<file path="src/rtl/seg7_pkg.sv">
`default_nettype none
// ============================================================================
//  Module      : seg7_pkg
//  Description : Shared seven-segment types, constants and hex glyph table.
//  Revision    : 1.0  initial release
// ============================================================================
package seg7_pkg;

  // Segment order {g,f,e,d,c,b,a}, active-low.
  typedef logic [6:0] seg7_t;

  localparam seg7_t SEG_BLANK = 7'b1111111;
  localparam seg7_t SEG_ZERO  = 7'b1000000;

  // Index 15 first: b and d are lowercase so they stay distinct from 8 and 0.
  localparam seg7_t [15:0] SEG_TABLE = {
    7'b0001110,  // F
    7'b0000110,  // E
    7'b0100001,  // d
    7'b1000110,  // C
    7'b0000011,  // b
    7'b0001000,  // A
    7'b0010000,  // 9
    7'b0000000,  // 8
    7'b1111000,  // 7
    7'b0000010,  // 6
    7'b0010010,  // 5
    7'b0011001,  // 4
    7'b0110000,  // 3
    7'b0100100,  // 2
    7'b1111001,  // 1
    7'b1000000   // 0
  };

  function automatic seg7_t seg7_glyph(input logic [3:0] nib);
    return SEG_TABLE[nib];
  endfunction

endpackage
`default_nettype wire

</file>
<file path="src/rtl/hex_to_seg7.sv">
`default_nettype none
// ============================================================================
//  Module      : hex_to_seg7
//  Description : Combinational 4-bit hex to active-low seven-segment decoder.
//  Revision    : 1.0  initial release
// ============================================================================
module hex_to_seg7
  import seg7_pkg::*;
(
  input  logic [3:0] nib,
  output seg7_t      seg
);

  assign seg = seg7_glyph(nib);

endmodule
`default_nettype wire

</file>
<file path="src/rtl/hex_counter_n.sv">
`default_nettype none
// ============================================================================
//  Module      : hex_counter_n
//  Description : N-digit up/down hex counter with clear, clamped load,
//                wrap/saturate limits, terminal-count pulse and direct
//                seven-segment outputs with optional leading-zero blanking.
//  Revision    : 1.0  initial release
// ============================================================================
module hex_counter_n
  import seg7_pkg::*;
#(
  parameter int                  DIGITS   = 2,
  parameter logic [4*DIGITS-1:0] MAX      = {(4*DIGITS){1'b1}},
  parameter bit                  SATURATE = 1'b0,
  parameter bit                  LZB      = 1'b0
) (
  input  logic                  clk,
  input  logic                  R,
  input  logic                  clr,
  input  logic                  ld,
  input  logic [4*DIGITS-1:0]   d,
  input  logic                  en,
  input  logic                  up,
  output logic [4*DIGITS-1:0]   q,
  output logic                  tc,
  output logic [7*DIGITS-1:0]   hex
);

  localparam int W = 4 * DIGITS;

  logic [W-1:0] r_q;
  logic         r_tc;
  logic [W-1:0] w_q_nxt;
  logic         w_tc_nxt;
  logic         w_at_max;
  logic         w_at_zero;
  logic [W-1:0] w_ld_val;

  assign w_at_max  = (r_q == MAX);
  assign w_at_zero = (r_q == '0);
  assign w_ld_val  = (d > MAX) ? MAX : d;

  // Limits are MAX and 0, never the natural 2**W rollover.
  always_comb begin
    w_q_nxt  = r_q;
    w_tc_nxt = 1'b0;
    if (clr) begin
      w_q_nxt = '0;
    end else if (ld) begin
      w_q_nxt = w_ld_val;
    end else if (en) begin
      if (up) begin
        if (w_at_max) begin
          w_q_nxt  = SATURATE ? MAX : '0;
          w_tc_nxt = 1'b1;
        end else begin
          w_q_nxt = r_q + 1'b1;
        end
      end else begin
        if (w_at_zero) begin
          w_q_nxt  = SATURATE ? '0 : MAX;
          w_tc_nxt = 1'b1;
        end else begin
          w_q_nxt = r_q - 1'b1;
        end
      end
    end
  end

  always_ff @(posedge clk or negedge R) begin
    if (!R) begin
      r_q  <= '0;
      r_tc <= 1'b0;
    end else begin
      r_q  <= w_q_nxt;
      r_tc <= w_tc_nxt;
    end
  end

  assign q  = r_q;
  assign tc = r_tc;

  for (genvar k = 0; k < DIGITS; k++) begin : g_digit
    seg7_t w_glyph;

    hex_to_seg7 u_dec (
      .nib (r_q[4*k +: 4]),
      .seg (w_glyph)
    );

    if (k == 0 || !LZB) begin : g_lit
      assign hex[7*k +: 7] = w_glyph;
    end else begin : g_blank
      // Blank only when this digit and all digits above it are zero.
      logic w_upper_zero;
      assign w_upper_zero  = (r_q[W-1:4*k] == '0);
      assign hex[7*k +: 7] = w_upper_zero ? SEG_BLANK : w_glyph;
    end
  end

endmodule
`default_nettype wire

</file>
<file path="config.mk">
export PLATFORM = sky130hd
export DESIGN_NAME = hex_counter_n
export DESIGN_NICKNAME = d
export VERILOG_FILES = /design/src/rtl/seg7_pkg.sv /design/src/rtl/hex_to_seg7.sv /design/src/rtl/hex_counter_n.sv
export SDC_FILE = /design/constraint.sdc
export NUM_CORES = 1
export LEC_CHECK = 0
export BUFFER_PORTS_ARGS = -buffer_cell sky130_fd_sc_hd__buf_2
export CAP_MARGIN = 30
export CORE_MARGIN = 2
export CORE_UTILIZATION = 35
export DETAILED_ROUTE_END_ITERATION = 10
export GPL_TIMING_DRIVEN = 0
export PLACE_DENSITY = 0.56
export SLEW_MARGIN = 30
export SYNTH_ARGS = -nofsm -noshare
export SYNTH_HDL_FRONTEND = slang
export SYNTH_SLANG_ARGS = --single-unit
</file>
<file path="constraint.sdc">
create_clock -name clk -period 2.2 [get_ports clk]
set_input_delay 0.33 -clock clk [delete_from_list [all_inputs] [get_ports clk]]
set_output_delay 0.33 -clock clk [all_outputs]
set_load 0.02 [all_outputs]
</file>
## Word level (Yosys, flattened, before mapping)

Memories as Yosys holds them, arrays and structs flattened.
Cells that the tools add are included.

- Register bits after elaboration: 9
- Latch bits: 0
- RAM bits: 0
- ROM bits: 224
- Input bits: 14
- Output and inout bits: 23
- Logic and storage cells: 27
- Memories: 2

- $add $sub $neg: 2
- $mul: 0
- Div/mod/pow operators: 0
- Order comparisons: 3
- Equality and inequality tests: 1
- Shift operators: 0
- Muxes and demuxes: 15
- Bitwise operators: 0
- Reductions and logical operators: 2

Memory list:

| name | words | width | read ports | clocked after memory_dff | write ports | RTL line | source |
|---|---|---|---|---|---|---|---|
| (no name shown) | 16 | 7 | 1 | 0 | 0 | seg7_pkg.sv:36 | `return SEG_TABLE[nib];` |
| (no name shown) | 16 | 7 | 1 | 0 | 0 | seg7_pkg.sv:36 |  |

Operators with widths:

| cell | count |
|---|---|
| $mux 8 | 7 |
| $mux 7 | 2 |
| $lt 4x5->1 const B | 2 |
| $add 8x1->8 const B | 1 |
| $eq 8x8->1 const B | 1 |
| $gt 8x8->1 const B | 1 |
| $logic_not 8->1 | 1 |
| $sub 8x1->8 const B | 1 |
| $mux 1 | 6 |
| $reduce_bool 3->1 | 1 |

## Depth between registers and ports, before layout

Gate-level depths: netlist of run 1.

- Word-level depth: 6
- Mapped depth: 6
- Gate-level depth less buffers: 6

## Modules after synthesis

A second synthesis of run 1 with hierarchy kept.

- Cell total of the unflattened synthesis: 164
- Area total of the unflattened synthesis: 1380.1 µm²

Modules (own cells, without submodules):

| module | times used | cells each | area each (µm²) | seq. area each (µm²) |
|---|---|---|---|---|
| hex_counter_n | 1 | 100 | 829.5 | 225.2 |
| hex_to_seg7 | 2 | 32 | 275.3 | 0.0 |

## Least setup slack after synthesis of run 1

No wires, ideal clock.

- Path type: reg2out
- From: reg r_q[0] (netlist: q[0])
- To: out hex[3]
- Arrival: 1.662 ns
- Data required time: 1.870 ns
- Path slack: 0.208 ns
- Stages on the path, launching flop included: 6
- Path buffers: 0
- Cell sequence: dfrtp_1 -> inv_1 -> ha_1 -> o21ai_0 -> nor2_1 -> a31oi_1

- Word-level cells in the longest chain between the ends: 2

RTL lines:

| element | RTL line | source |
|---|---|---|
| from (decl) | hex_counter_n.sv:31 | `logic [W-1:0] r_q;` |
| from (signal assigned) | hex_counter_n.sv:75 | `r_q <= w_q_nxt;` |
| $mem_v2 16x7 | n/a |  |
| $mux 7 (implied by the code) | seg7_pkg.sv:36 |  |
| to (decl) | hex_counter_n.sv:26 | `output logic [7*DIGITS-1:0] hex` |

No other way between the ends. The select of a mux whose other input is x is not followed.

## Worst setup path after layout of run 1

- From: reg r_q[1] (netlist: q[1])
- To: out hex[3]

Same word-level chain as after synthesis.

==> flow_summary.html, run 1 <==
<table>
<tr><th>Metric</th><th>Value</th></tr>
<tr><th colspan="2">Outcome</th></tr>
<tr><td>Outcome</td><td>complete, no violations</td></tr>
<tr><th colspan="2">Floorplanning</th></tr>
<tr><td>Std cell rows</td><td>21</td></tr>
<tr><td>Area enclosed by the die boundary</td><td>0.00409 mm^2</td></tr>
<tr><td>Count of boundary I/O pins</td><td>37</td></tr>
<tr><td>DIE WIDTH</td><td>roughly 64 um</td></tr>
<tr><td>Starting Density</td><td>0.371</td></tr>
<tr><td>Placeable core area</td><td>~0.0034 mm^2</td></tr>
<tr><td>Height of the chip</td><td>64.0 um</td></tr>
<tr><th colspan="2">Worst setup path</th></tr>
<tr><td>Critical path's top delay family</td><td>flip-flops</td></tr>
<tr><td>Cells traversed along the worst timing path</td><td>inv_1 &gt; ha_1 &gt; o21ai_1 &gt; nor2_1 &gt; a31oi_1 &gt; buf_2</td></tr>
<tr><td>Max Fanout on Critical Path</td><td>11</td></tr>
<tr><td>Setup crit end kind</td><td>output pin</td></tr>
<tr><td>Path type of the worst setup path</td><td>flop to output pin</td></tr>
<tr><td>Largest stage delay, worst path</td><td>480 ps</td></tr>
<tr><td>CP Launch Type</td><td>flop</td></tr>
<tr><td>Crit path buf inv count</td><td>2</td></tr>
<tr><td>Cell with the largest stage delay on the worst path</td><td>dfrtp_2</td></tr>
<tr><td>Data arrival, critical path</td><td>1720 ps</td></tr>
<tr><td>Critical Path RT</td><td>1870 ps</td></tr>
<tr><th colspan="2">Layout</th></tr>
<tr><td>Fraction of final layout cells with drive strength greater than 1</td><td>0.265</td></tr>
<tr><td>Most frequent cells in the layout</td><td>buf_2 (37), nand2_1 (21), a21oi_1 (20)</td></tr>
<tr><td>Layout Nets</td><td>242</td></tr>
<tr><td>Synth-to-Final Area Change</td><td>22.6%</td></tr>
<tr><td>Filler Cell Count</td><td>353</td></tr>
<tr><td>Most common cell after layout, fill and taps aside</td><td>buf_2</td></tr>
<tr><td>Number of diodes</td><td>0</td></tr>
<tr><th colspan="2">Synthesis</th></tr>
<tr><td>Top cell type by total area after synthesis</td><td>dfrtp_1</td></tr>
<tr><td>Post-Syn Instances</td><td>between 150 and 200</td></tr>
<tr><td>Share of the yosys chip area belonging to registers</td><td>0.179</td></tr>
<tr><td>Netlist cell types</td><td>44</td></tr>
<tr><td>Register bit count reported by yosys</td><td>9</td></tr>
<tr><td>Post-synthesis instance area</td><td>0.00126 mm^2</td></tr>
<tr><td>YS warnings</td><td>0</td></tr>
<tr><td>Portion of synthesized cell area occupied by the leading cell type</td><td>0.179</td></tr>
<tr><td>Average cell area after synthesis</td><td>around 7 um^2</td></tr>
<tr><td>Post-synthesis net count</td><td>201</td></tr>
<tr><td>Most area-consuming cells after synthesis</td><td>dfrtp_1 (18%), ha_1 (12%), a21oi_1 (8.0%), o21ai_0 (6.4%), nand2_1 (6.3%)</td></tr>
<tr><th colspan="2">Placement</th></tr>
<tr><td>Number of buffer cells added on primary ports</td><td>34</td></tr>
<tr><td>Post-DP HPWL</td><td>2760 um</td></tr>
<tr><td>Final Wtd Congestion</td><td>0.808</td></tr>
<tr><th colspan="2">Run</th></tr>
<tr><td>Max-capacitance violation count</td><td>0</td></tr>
<tr><th colspan="2">Detailed routing</th></tr>
<tr><td>Pre-Repair DR Iteration Count</td><td>4</td></tr>
<tr><td>Final WL</td><td>between 3000 and 4000 um</td></tr>
<tr><td>Via count</td><td>1,435</td></tr>
<tr><td>Remaining antenna violation count after routing</td><td>0</td></tr>
<tr><td>Detailed-route wire length per cell</td><td>13.7 um</td></tr>
<tr><td>DRC errors left</td><td>0</td></tr>
<tr><td>Vias per cell</td><td>5.50</td></tr>
<tr><td>Iter 0 DRT Violations</td><td>123</td></tr>
<tr><th colspan="2">Timing</th></tr>
<tr><td>Final clock period utilization by the worst path</td><td>0.934</td></tr>
<tr><td>Setup skew after layout</td><td>between 5 and 6 ps</td></tr>
<tr><td>Unrepaired setup endpoints after global routing</td><td>false</td></tr>
<tr><td>Achievable frequency</td><td>a little under 500 MHz</td></tr>
<tr><td>TNS Setup</td><td>0 ps</td></tr>
<tr><td>Number of failing setup endpoints in the final timing report</td><td>0</td></tr>
<tr><td>Total count of max-transition violations in the final report</td><td>0</td></tr>
<tr><td>Final critical delay including setup and external delays</td><td>2050 ps</td></tr>
<tr><td>Count of endpoints failing hold in the final timing report</td><td>0</td></tr>
<tr><td>Transition at the pin with the smallest max-transition slack</td><td>457 ps</td></tr>
<tr><td>Tightest hold margin</td><td>~310 ps</td></tr>
<tr><td>Max-Slew Margin vs Limit</td><td>0.687</td></tr>
<tr><th colspan="2">Clock tree</th></tr>
<tr><td>Cts bufs inserted</td><td>3</td></tr>
<tr><td>Clock-pin slew on the worst setup and hold paths</td><td>60 ps</td></tr>
<tr><td>Deepest clock path buffer count</td><td>2</td></tr>
<tr><td>Skew-Pair Late Insertion Delay</td><td>260 ps</td></tr>
<tr><td>Level count of the clock H-tree</td><td>1</td></tr>
<tr><td>Sink count of the clock tree</td><td>9</td></tr>
<tr><td>Clock tree from TritonCTS</td><td>built</td></tr>
<tr><td>Clock root buffer master</td><td>clkbuf_4</td></tr>
<tr><th colspan="2">Global route</th></tr>
<tr><td>Maximum number of pins on one net before global-route repair</td><td>12</td></tr>
<tr><td>Wire length of the first global-routing pass</td><td>6140 um</td></tr>
<tr><td>Initial antenna violation count</td><td>0</td></tr>
<tr><td>Global-route congestion overflow total</td><td>0</td></tr>
<tr><td>Vias in the first global route</td><td>1,332</td></tr>
<tr><td>Global-route usage over all layers</td><td>0.183</td></tr>
<tr><th colspan="2">Hold path</th></tr>
<tr><td>Path type of the worst min-delay path</td><td>input port to flop</td></tr>
<tr><th colspan="2">Pwr</th></tr>
<tr><td>Power, Total</td><td>738 uW</td></tr>
<tr><td>Static Leak</td><td>slightly below 0.0007 uW</td></tr>
<tr><td>Worst vdd rail ir drop</td><td>slightly below 0.3 mV</td></tr>
<tr><td>Total power density per cell area</td><td>between 400 and 500 mW/mm^2</td></tr>
</table>
-- power breakdown --
group          leakage (uW)  switching [uW]  internal [uW]  total [uW]
Clock             0.0000150            58.7           69.9         129
Combinational      0.000564             259            152         411
Sequential         0.000115            19.9            178         198
Total              0.000694             338            400         738
-- what timing repair did --
item | in CTS | in global routing
hold endpoints to repair | 9 | 0
gates cloned | 0 | 0
endpoints found under the setup margin | 4 | 10
hold buffers | 1 | 0
buffers inserted | 0 | 2
resized for setup | 2 | 8
-- Yosys cell counts, drive strengths merged --
cell     count
a2111oi      2
a211oi       1
a21oi       20
a311oi       1
a31oi        3
a32oi        1
a41o         1
and2         1
and3         1
and4         5
buf          6
clkbuf       7
dfrtp        9
ha          12
inv          9
mux2i        5
nand2       22
nand2b       1
nand3        4
nand3b       2
nand4        2
nor2        15
nor2b        3
nor3         6
nor3b        1
nor4         1
o2111a       1
o211ai       1
o21a         2
o21ai       16
o221a        1
o221ai       4
o22ai        1
o31ai        1
o32ai        1
or3          1
xnor2        4
xor2         1
-- final cells by class --
cell class | count | area (um^2) | area share
clock buffers | 4 | 26.3 | 0.0170
inverters | 9 | 33.8 | 0.0219
multi-input cells | 144 | 942 | 0.611
well taps | 46 | 57.6 | 0.0373
plain buffers | 12 | 60.1 | 0.0389
repair buffers | 37 | 195 | 0.127
flip-flops and latches | 9 | 228 | 0.148
-- worst paths after layout --
kind | start | to | slack, ps | cells after the start
hold reg to reg | q[1]$_DFFE_PN0P_ | q[1]$_DFFE_PN0P_ | 820 | 2
max in group asynchronous | R | q[1]$_DFFE_PN0P_ | 1550 | 2
hold / removal | d[0] | q[0]$_DFFE_PN0P_ | 310 | 3
min in group asynchronous | R | q[0]$_DFFE_PN0P_ | 450 | 2
setup / recovery | q[1]$_DFFE_PN0P_ | hex[3] | 150 | 6
setup reg to reg | q[0]$_DFFE_PN0P_ | q[3]$_DFFE_PN0P_ | 220 | 7
-- worst reg2reg max path, cell delays in order (launching register included) --
cell      delay (ps)
dfrtp_2          400
buf_4            160
ha_1             290
and4_1           320
and3_4           240
a21oi_1           90
a311oi_1         280
nor3_1            80
-- layer usage --
layer	GRT usage	wire length (um)
met1	0.255	1720
met2	0.288	1640
met3	0.0229	187
met4	0.0652	19
met5	0	0
-- cells by family after synthesis --
kind of cell	synth area share
xor+xnor	0.0348
flops	0.179
simple gates	0.266
buf+inv	0.0746
fa+ha+maj	0.119
compound gates	0.286
mux	0.0398
-- registers in the layout, indices dropped and copies added (netlist names) --
name  count
q         8
tc        1
-- per-stage QoR --
stage / instances / setup slack (ps) / area, um^2 / util
6_report: 261 / 146 / 1540 / 0.455
3_3_place_gp: 255 / 189 / 1490 / 0.439
5_1_grt: 261 / 3.86 / 1540 / 0.455
2_1_floorplan: 175 / 208 / 1260 / -
3_5_place_dp: 255 / 157 / 1490 / 0.439
4_1_cts: 260 / 9.62 / 1530 / 0.450
Power figures use the tool's default switching activity.
==> inputs of run 2 (changes only) <==
--- a/config.mk
+++ b/config.mk
@@ -11,7 +11,6 @@
 export CORE_UTILIZATION = 35
 export DETAILED_ROUTE_END_ITERATION = 10
 export GPL_TIMING_DRIVEN = 0
-export PLACE_DENSITY = 0.56
 export SLEW_MARGIN = 30
 export SYNTH_ARGS = -nofsm -noshare
 export SYNTH_HDL_FRONTEND = slang
==> run 2 against run 1 <==
Critical path depth is the same. Sequential share of layout area is 0.24 points lower. Combinational power grew 2%. Sequential power hardly changed. Design area is 1.6% higher. Count of clock-buffer cells in the layout unchanged. Register-to-register slack improved by 40 ps. Core utilization is 0.74 points higher. Fmax down 1.4%.
==> flow_summary.html, run 2 (synthesis results as in run 1) <==
<table>
<tr><th>Metric</th><th>Value</th></tr>
<tr><th colspan="2">Outcome</th></tr>
<tr><td>Outcome</td><td>complete, no violations</td></tr>
<tr><th colspan="2">Hold path</th></tr>
<tr><td>Destination of the worst hold path</td><td>q[0]$_DFFE_PN0P_</td></tr>
<tr><td>Path type of the worst min-delay path</td><td>input port to flop</td></tr>
<tr><td>Hold path startpoint</td><td>d[0]</td></tr>
<tr><td>Hold path cells</td><td>3 (unchanged)</td></tr>
<tr><th colspan="2">Pwr</th></tr>
<tr><td>Total power density per cell area</td><td>481 mW/mm^2 (+0.44%)</td></tr>
<tr><td>Worst vdd rail ir drop</td><td>0.274 mV (-8.0%)</td></tr>
<tr><td>Static Leak</td><td>0.000705 uW (+1.5%)</td></tr>
<tr><th colspan="2">Clock tree</th></tr>
<tr><td>Level count of the clock H-tree</td><td>1 (unchanged)</td></tr>
<tr><td>Sink count of the clock tree</td><td>9 (unchanged)</td></tr>
<tr><td>Clock root buffer master</td><td>clkbuf_4</td></tr>
<tr><td>Skew-Pair Late Insertion Delay</td><td>270 ps (about the same)</td></tr>
<tr><td>Cts bufs inserted</td><td>3 (unchanged)</td></tr>
<tr><td>Clock-pin slew on the worst setup and hold paths</td><td>70 ps (about the same)</td></tr>
<tr><td>Clock tree from TritonCTS</td><td>built</td></tr>
<tr><td>Deepest clock path buffer count</td><td>2 (unchanged)</td></tr>
<tr><th colspan="2">Floorplanning</th></tr>
<tr><td>Area enclosed by the die boundary</td><td>0.00409 mm^2 (unchanged)</td></tr>
<tr><td>DIE WIDTH</td><td>64.0 um (unchanged)</td></tr>
<tr><td>Count of boundary I/O pins</td><td>37 (unchanged)</td></tr>
<tr><td>Starting Density</td><td>0.371 (unchanged)</td></tr>
<tr><td>Height of the chip</td><td>64.0 um (unchanged)</td></tr>
<tr><td>Std cell rows</td><td>21 (unchanged)</td></tr>
<tr><td>Placeable core area</td><td>0.00339 mm^2 (unchanged)</td></tr>
<tr><th colspan="2">Detailed routing</th></tr>
<tr><td>DRC errors left</td><td>0 (unchanged)</td></tr>
<tr><td>Detailed-route wire length per cell</td><td>13.8 um (+1.0%)</td></tr>
<tr><td>Remaining antenna violation count after routing</td><td>0 (unchanged)</td></tr>
<tr><td>Via count</td><td>1,452 (+1.2%)</td></tr>
<tr><td>Pre-Repair DR Iteration Count</td><td>4 (unchanged)</td></tr>
<tr><td>Vias per cell</td><td>5.52 (+0.42%)</td></tr>
<tr><td>Final WL</td><td>3630 um (+1.8%)</td></tr>
<tr><td>Iter 0 DRT Violations</td><td>85 (-31%)</td></tr>
<tr><th colspan="2">Timing</th></tr>
<tr><td>Total count of max-transition violations in the final report</td><td>0 (unchanged)</td></tr>
<tr><td>Number of failing setup endpoints in the final timing report</td><td>0 (unchanged)</td></tr>
<tr><td>Max-Slew Margin vs Limit</td><td>0.694 (+0.00683)</td></tr>
<tr><td>Unrepaired setup endpoints after global routing</td><td>false</td></tr>
<tr><td>TNS Setup</td><td>0 ps (unchanged)</td></tr>
<tr><td>Count of endpoints failing hold in the final timing report</td><td>0 (unchanged)</td></tr>
<tr><td>Setup skew after layout</td><td>6.89 ps (+1.45 ps)</td></tr>
<tr><td>Achievable frequency</td><td>480 MHz (-1.4%)</td></tr>
<tr><td>Tightest hold margin</td><td>285 ps (-29.0 ps)</td></tr>
<tr><td>Final critical delay including setup and external delays</td><td>2080 ps (+29.1 ps)</td></tr>
<tr><td>Transition at the pin with the smallest max-transition slack</td><td>459 ps (+1.57 ps)</td></tr>
<tr><td>Final clock period utilization by the worst path</td><td>0.947 (+0.0132)</td></tr>
<tr><th colspan="2">Placement</th></tr>
<tr><td>Number of buffer cells added on primary ports</td><td>34 (unchanged)</td></tr>
<tr><td>Post-DP HPWL</td><td>2760 um (about the same)</td></tr>
<tr><td>Final Wtd Congestion</td><td>0.808 (about the same)</td></tr>
<tr><th colspan="2">Layout</th></tr>
<tr><td>Most frequent cells in the layout</td><td>buf_2 (37), nand2_1 (21), a21oi_1 (20)</td></tr>
<tr><td>Synth-to-Final Area Change</td><td>24.6%</td></tr>
<tr><td>Layout Nets</td><td>244 (+0.83%)</td></tr>
<tr><td>Multi-input gate area</td><td>955 um^2 (+1.3%)</td></tr>
<tr><td>Most common cell after layout, fill and taps aside</td><td>buf_2</td></tr>
<tr><td>Filler Cell Count</td><td>345 (-2.3%)</td></tr>
<tr><td>Number of diodes</td><td>0 (unchanged)</td></tr>
<tr><td>Flip-flop count of the largest register, all copies and words added</td><td>8 (unchanged)</td></tr>
<tr><td>Fraction of final layout cells with drive strength greater than 1</td><td>0.276 (+0.0114)</td></tr>
<tr><td>Area used by sequential logic in the layout</td><td>228 um^2 (unchanged)</td></tr>
<tr><th colspan="2">Global route</th></tr>
<tr><td>Maximum number of pins on one net before global-route repair</td><td>12 (unchanged)</td></tr>
<tr><td>Global-route congestion overflow total</td><td>0 (unchanged)</td></tr>
<tr><td>Wire length of the first global-routing pass</td><td>6050 um (-1.5%)</td></tr>
<tr><td>Global-route usage over all layers</td><td>0.181 (-0.00155)</td></tr>
<tr><td>Vias in the first global route</td><td>1,295 (-2.8%)</td></tr>
<tr><td>Initial antenna violation count</td><td>0 (unchanged)</td></tr>
<tr><th colspan="2">Worst setup path</th></tr>
<tr><td>Max Fanout on Critical Path</td><td>7 (-4)</td></tr>
<tr><td>Critical path's top delay family</td><td>flip-flops</td></tr>
<tr><td>Data arrival, critical path</td><td>1750 ps (+30 ps)</td></tr>
<tr><td>Critical Path RT</td><td>1870 ps (about the same)</td></tr>
<tr><td>Largest stage delay, worst path</td><td>470 ps (about the same)</td></tr>
<tr><td>Cell with the largest stage delay on the worst path</td><td>dfrtp_1</td></tr>
<tr><td>Count of cells along the worst register-to-register path</td><td>6 (-1)</td></tr>
<tr><td>Path type of the worst setup path</td><td>flop to output pin</td></tr>
<tr><td>Cells traversed along the worst timing path</td><td>inv_2 &gt; ha_1 &gt; nor2b_2 &gt; a211oi_1 &gt; a21oi_1 &gt; buf_2</td></tr>
<tr><td>Crit path buf inv count</td><td>2 (unchanged)</td></tr>
<tr><td>Worst reg2reg setup slack</td><td>260 ps (+40 ps)</td></tr>
<tr><td>Setup crit end kind</td><td>output pin</td></tr>
<tr><td>CP Launch Type</td><td>flop</td></tr>
<tr><td>RR Endpoint</td><td>q[7]$_DFFE_PN0P_</td></tr>
<tr><td>Worst reg2reg path startpoint</td><td>q[1]$_DFFE_PN0P_</td></tr>
<tr><th colspan="2">Run</th></tr>
<tr><td>Max-capacitance violation count</td><td>0 (unchanged)</td></tr>
</table>
run 2: cell count changes in the layout (fill, tap and decap cells not counted), sizes merged:
cell,before,now
clkbuf,11,12
buf,41,42
run 2: per-layer routing:
layer	part of all wire	up-vias	GRT usage
li1	-	725	-
met1	0.48	671	0.255
met2	0.46	53	0.296
met3	0.051	3	0.0194
met4	0.0094	0	0.0435
met5	0	-	0
run 2: worst max-delay path by stage:
stage	startpoint	to	slack (ps)	depth (start not counted)
floorplan	q[0]$_DFFE_PN0P_	hex[3]	210	5
global placement	q[0]$_DFFE_PN0P_	q[3]$_DFFE_PN0P_	190	6
detailed placement	q[4]$_DFFE_PN0P_	q[2]$_DFFE_PN0P_	160	5
CTS	q[0]$_DFFE_PN0P_	hex[3]	40	6
global route	q[4]$_DFFE_PN0P_	hex[12]	9	5
finish	q[5]$_DFFE_PN0P_	hex[7]	120	6
run 2: report_power, final:
part / switching (uW) / leakage (uW) / internal (uW)
Clock: 64.5 / 0.0000150 / 70.3
Sequential: 22.3 / 0.000115 / 178
Combinational: 259 / 0.000574 / 159
Total: 346 / 0.000705 / 407
run 2: what timing repair did:
item                                   CTS  global route
gates resized for setup                  4             8
endpoints found under the hold margin    9             0
setup endpoints to repair                7            10
setup buffers                            0             3
hold buffers                             1             0
run 2: stage by stage:
stage           util  power (uW)  worst slack [ps]  area [um^2]  std cells
4_1_cts        0.450         742              36.8         1530        260
2_1_floorplan      -         484               208         1260        175
3_5_place_dp   0.439         602               157         1490        255
6_report       0.463         753               117         1570        263
5_1_grt        0.463         816              8.93         1570        263
3_3_place_gp   0.439         602               191         1490        255
run 2: tightest hold or removal path, cell delays in order:
cell	delay, ps
buf_2	90
nand2_1	50
a21oi_1	50
run 2: cell type report:
class | instances | share of cell area
well taps | 46 | 0.0367
inverters | 9 | 0.0215
plain buffers | 13 | 0.0415
flip-flops and latches | 9 | 0.145
multi-input cells | 144 | 0.609
clock buffers | 4 | 0.0168
repair buffers | 38 | 0.129
==> inputs of run 3 (changes only) <==
--- a/config.mk
+++ b/config.mk
@@ -9,9 +9,10 @@
 export CAP_MARGIN = 30
 export CORE_MARGIN = 2
 export CORE_UTILIZATION = 35
+export CTS_BUF_LIST = sky130_fd_sc_hd__clkbuf_4 sky130_fd_sc_hd__clkbuf_8 sky130_fd_sc_hd__clkbuf_16
 export DETAILED_ROUTE_END_ITERATION = 10
 export GPL_TIMING_DRIVEN = 0
-export SLEW_MARGIN = 30
+export SLEW_MARGIN = 20
 export SYNTH_ARGS = -nofsm -noshare
 export SYNTH_HDL_FRONTEND = slang
 export SYNTH_SLANG_ARGS = --single-unit
==> run 3 against run 2 <==
Global-route usage is essentially flat. Sequential share of layout area is essentially flat. First-iteration DRC count shrank 21%.
==> flow_summary.html, run 3 (synthesis results as in run 1) <==
<table>
<tr><th>Metric</th><th>Value</th></tr>
<tr><th colspan="2">Clock tree</th></tr>
<tr><td>Deepest clock path buffer count</td><td>2 (unchanged)</td></tr>
<tr><td>Clock root buffer master</td><td>clkbuf_4</td></tr>
<tr><td>Level count of the clock H-tree</td><td>1 (unchanged)</td></tr>
<tr><td>Clock tree from TritonCTS</td><td>built</td></tr>
<tr><td>Sink count of the clock tree</td><td>9 (unchanged)</td></tr>
<tr><td>Cts bufs inserted</td><td>3 (unchanged)</td></tr>
<tr><td>Skew-Pair Late Insertion Delay</td><td>280 ps (about the same)</td></tr>
<tr><td>Clock-pin slew on the worst setup and hold paths</td><td>70 ps (about the same)</td></tr>
<tr><th colspan="2">Hold path</th></tr>
<tr><td>Path type of the worst min-delay path</td><td>input port to flop</td></tr>
<tr><th colspan="2">Placement</th></tr>
<tr><td>Number of buffer cells added on primary ports</td><td>34 (unchanged)</td></tr>
<tr><td>Post-DP HPWL</td><td>2760 um (unchanged)</td></tr>
<tr><td>Final Wtd Congestion</td><td>0.808 (unchanged)</td></tr>
<tr><td>Placed Cells</td><td>255 (unchanged)</td></tr>
<tr><td>Pre-CTS WS</td><td>157 ps (unchanged)</td></tr>
<tr><th colspan="2">Global route</th></tr>
<tr><td>Global-route congestion overflow total</td><td>0 (unchanged)</td></tr>
<tr><td>Wire length of the first global-routing pass</td><td>6070 um (+0.23%)</td></tr>
<tr><td>Global-route usage over all layers</td><td>0.182 (+0.000370)</td></tr>
<tr><td>Maximum number of pins on one net before global-route repair</td><td>12 (unchanged)</td></tr>
<tr><td>Initial antenna violation count</td><td>0 (unchanged)</td></tr>
<tr><td>Vias in the first global route</td><td>1,294 (-0.077%)</td></tr>
<tr><th colspan="2">Run</th></tr>
<tr><td>Max-capacitance violation count</td><td>0 (unchanged)</td></tr>
<tr><th colspan="2">Timing</th></tr>
<tr><td>Total count of max-transition violations in the final report</td><td>0 (unchanged)</td></tr>
<tr><td>Final clock period utilization by the worst path</td><td>0.951 (+0.00437)</td></tr>
<tr><td>Count of endpoints failing hold in the final timing report</td><td>0 (unchanged)</td></tr>
<tr><td>Tightest hold margin</td><td>285 ps (-0.502 ps)</td></tr>
<tr><td>Setup skew after layout</td><td>6.85 ps (-0.0348 ps)</td></tr>
<tr><td>Minimum setup slack in the final design</td><td>107 ps (-9.62 ps)</td></tr>
<tr><td>Transition at the pin with the smallest max-transition slack</td><td>452 ps (-6.50 ps)</td></tr>
<tr><td>Final critical delay including setup and external delays</td><td>2090 ps (+9.62 ps)</td></tr>
<tr><td>Unrepaired setup endpoints after global routing</td><td>false</td></tr>
<tr><td>TNS Setup</td><td>0 ps (unchanged)</td></tr>
<tr><td>Achievable frequency</td><td>478 MHz (-0.46%)</td></tr>
<tr><td>Max-Slew Margin vs Limit</td><td>0.698 (+0.00434)</td></tr>
<tr><td>Number of failing setup endpoints in the final timing report</td><td>0 (unchanged)</td></tr>
<tr><th colspan="2">Floorplanning</th></tr>
<tr><td>Starting Density</td><td>0.371 (unchanged)</td></tr>
<tr><td>Placeable core area</td><td>0.00339 mm^2 (unchanged)</td></tr>
<tr><td>Area enclosed by the die boundary</td><td>0.00409 mm^2 (unchanged)</td></tr>
<tr><td>Std cell rows</td><td>21 (unchanged)</td></tr>
<tr><td>Count of boundary I/O pins</td><td>37 (unchanged)</td></tr>
<tr><td>DIE WIDTH</td><td>64.0 um (unchanged)</td></tr>
<tr><td>Height of the chip</td><td>64.0 um (unchanged)</td></tr>
<tr><th colspan="2">Worst setup path</th></tr>
<tr><td>Worst setup path startpoint</td><td>q[5]$_DFFE_PN0P_</td></tr>
<tr><td>CP Launch Type</td><td>flop</td></tr>
<tr><td>Max Fanout on Critical Path</td><td>7 (unchanged)</td></tr>
<tr><td>Setup crit end kind</td><td>output pin</td></tr>
<tr><td>Worst reg2reg path startpoint</td><td>q[1]$_DFFE_PN0P_</td></tr>
<tr><td>Critical Path RT</td><td>1870 ps (about the same)</td></tr>
<tr><td>Critical Path Sink</td><td>hex[7]</td></tr>
<tr><td>Count of cells along the worst register-to-register path</td><td>6 (unchanged)</td></tr>
<tr><td>Path type of the worst setup path</td><td>flop to output pin</td></tr>
<tr><td>RR Endpoint</td><td>q[7]$_DFFE_PN0P_</td></tr>
<tr><td>Data arrival, critical path</td><td>1760 ps (about the same)</td></tr>
<tr><td>Worst reg2reg setup slack</td><td>250 ps (about the same)</td></tr>
<tr><th colspan="2">Layout</th></tr>
<tr><td>Most common cell after layout, fill and taps aside</td><td>buf_2</td></tr>
<tr><td>Fraction of final layout cells with drive strength greater than 1</td><td>0.281 (+0.00461)</td></tr>
<tr><td>Post-layout utilization of the core</td><td>0.464 (+0.00111)</td></tr>
<tr><td>Cell Count, Final, Fillers Out</td><td>263 (unchanged)</td></tr>
<tr><td>Most frequent cells in the layout</td><td>buf_2 (37), nand2_1 (21), a21oi_1 (20)</td></tr>
<tr><td>Synth-to-Final Area Change</td><td>24.9%</td></tr>
<tr><td>Layout Nets</td><td>244 (unchanged)</td></tr>
<tr><td>Number of diodes</td><td>0 (unchanged)</td></tr>
<tr><td>Flip-flop count of the largest register, all copies and words added</td><td>8 (unchanged)</td></tr>
<tr><th colspan="2">Detailed routing</th></tr>
<tr><td>Final WL</td><td>3620 um (-0.39%)</td></tr>
<tr><td>Iter 0 DRT Violations</td><td>67 (-21%)</td></tr>
<tr><td>Via count</td><td>1,429 (-1.6%)</td></tr>
<tr><td>Detailed-route wire length per cell</td><td>13.8 um (-0.39%)</td></tr>
<tr><td>Remaining antenna violation count after routing</td><td>0 (unchanged)</td></tr>
<tr><td>DRC errors left</td><td>0 (unchanged)</td></tr>
<tr><td>Vias per cell</td><td>5.43 (-1.6%)</td></tr>
<tr><td>Pre-Repair DR Iteration Count</td><td>4 (unchanged)</td></tr>
<tr><th colspan="2">Pwr</th></tr>
<tr><td>Worst vdd rail ir drop</td><td>0.277 mV (+1.2%)</td></tr>
<tr><td>Total power density per cell area</td><td>489 mW/mm^2 (+1.8%)</td></tr>
<tr><td>Static Leak</td><td>0.000708 uW (+0.49%)</td></tr>
<tr><th colspan="2">Outcome</th></tr>
<tr><td>Outcome</td><td>complete, no violations</td></tr>
</table>
## run 3: final cells by class
class | count | area (um^2)
plain buffers | 13 | 65.1
clock buffers | 4 | 30.0
fillers | 344 | 1820
inverters | 9 | 33.8
multi-input cells | 144 | 955
flip-flops and latches | 9 | 228
well taps | 46 | 57.6
repair buffers | 38 | 203
## run 3: how the worst min path moves through the flow
stage,start,endpoint,slack [ps],depth (start not counted)
floorplan,R,q[0]$_DFFE_PN0P_,30,0
global placement,R,q[1]$_DFFE_PN0P_,190,1
detailed placement,R,q[1]$_DFFE_PN0P_,200,1
CTS,d[0],q[0]$_DFFE_PN0P_,280,3
global route,d[0],q[0]$_DFFE_PN0P_,300,3
finish,d[0],q[0]$_DFFE_PN0P_,280,3
## run 3: power breakdown
group / switching [uW] / internal, uW
sequential: 22.7 / 178
combinational: 259 / 159
clock: 67.2 / 82.7
total: 349 / 420
## run 3: repair_timing
item,4_1_cts,5_1_grt
hold buffers,1,0
resized for setup,4,8
setup buffers,0,3
endpoints found under the hold margin,9,0
setup endpoints to repair,7,10
## run 3: per-layer routing
metal	vias up	wire, um	track usage
li1	724	-	-
met1	665	1820	0.256
met2	37	1630	0.296
met3	3	131	0.0194
met4	0	34	0.0435
met5	-	0	0
## run 3: worst max-delay path: stages, from the launching register on
cell and delay, ps:
dfrtp_1 480, inv_2 130, ha_1 240, nor2b_2 180, a211oi_1 220, a21oi_1 70
buf_2 180
## run 3: through the flow
| stage | cell area (um^2) | total power [uW] |
|---|---|---|
| 6_report | 1570 | 769 |
| 3_3_place_gp | 1490 | 602 |
| 2_1_floorplan | 1260 | 484 |
| 4_1_cts | 1530 | 753 |
| 5_1_grt | 1570 | 830 |
| 3_5_place_dp | 1490 | 602 |
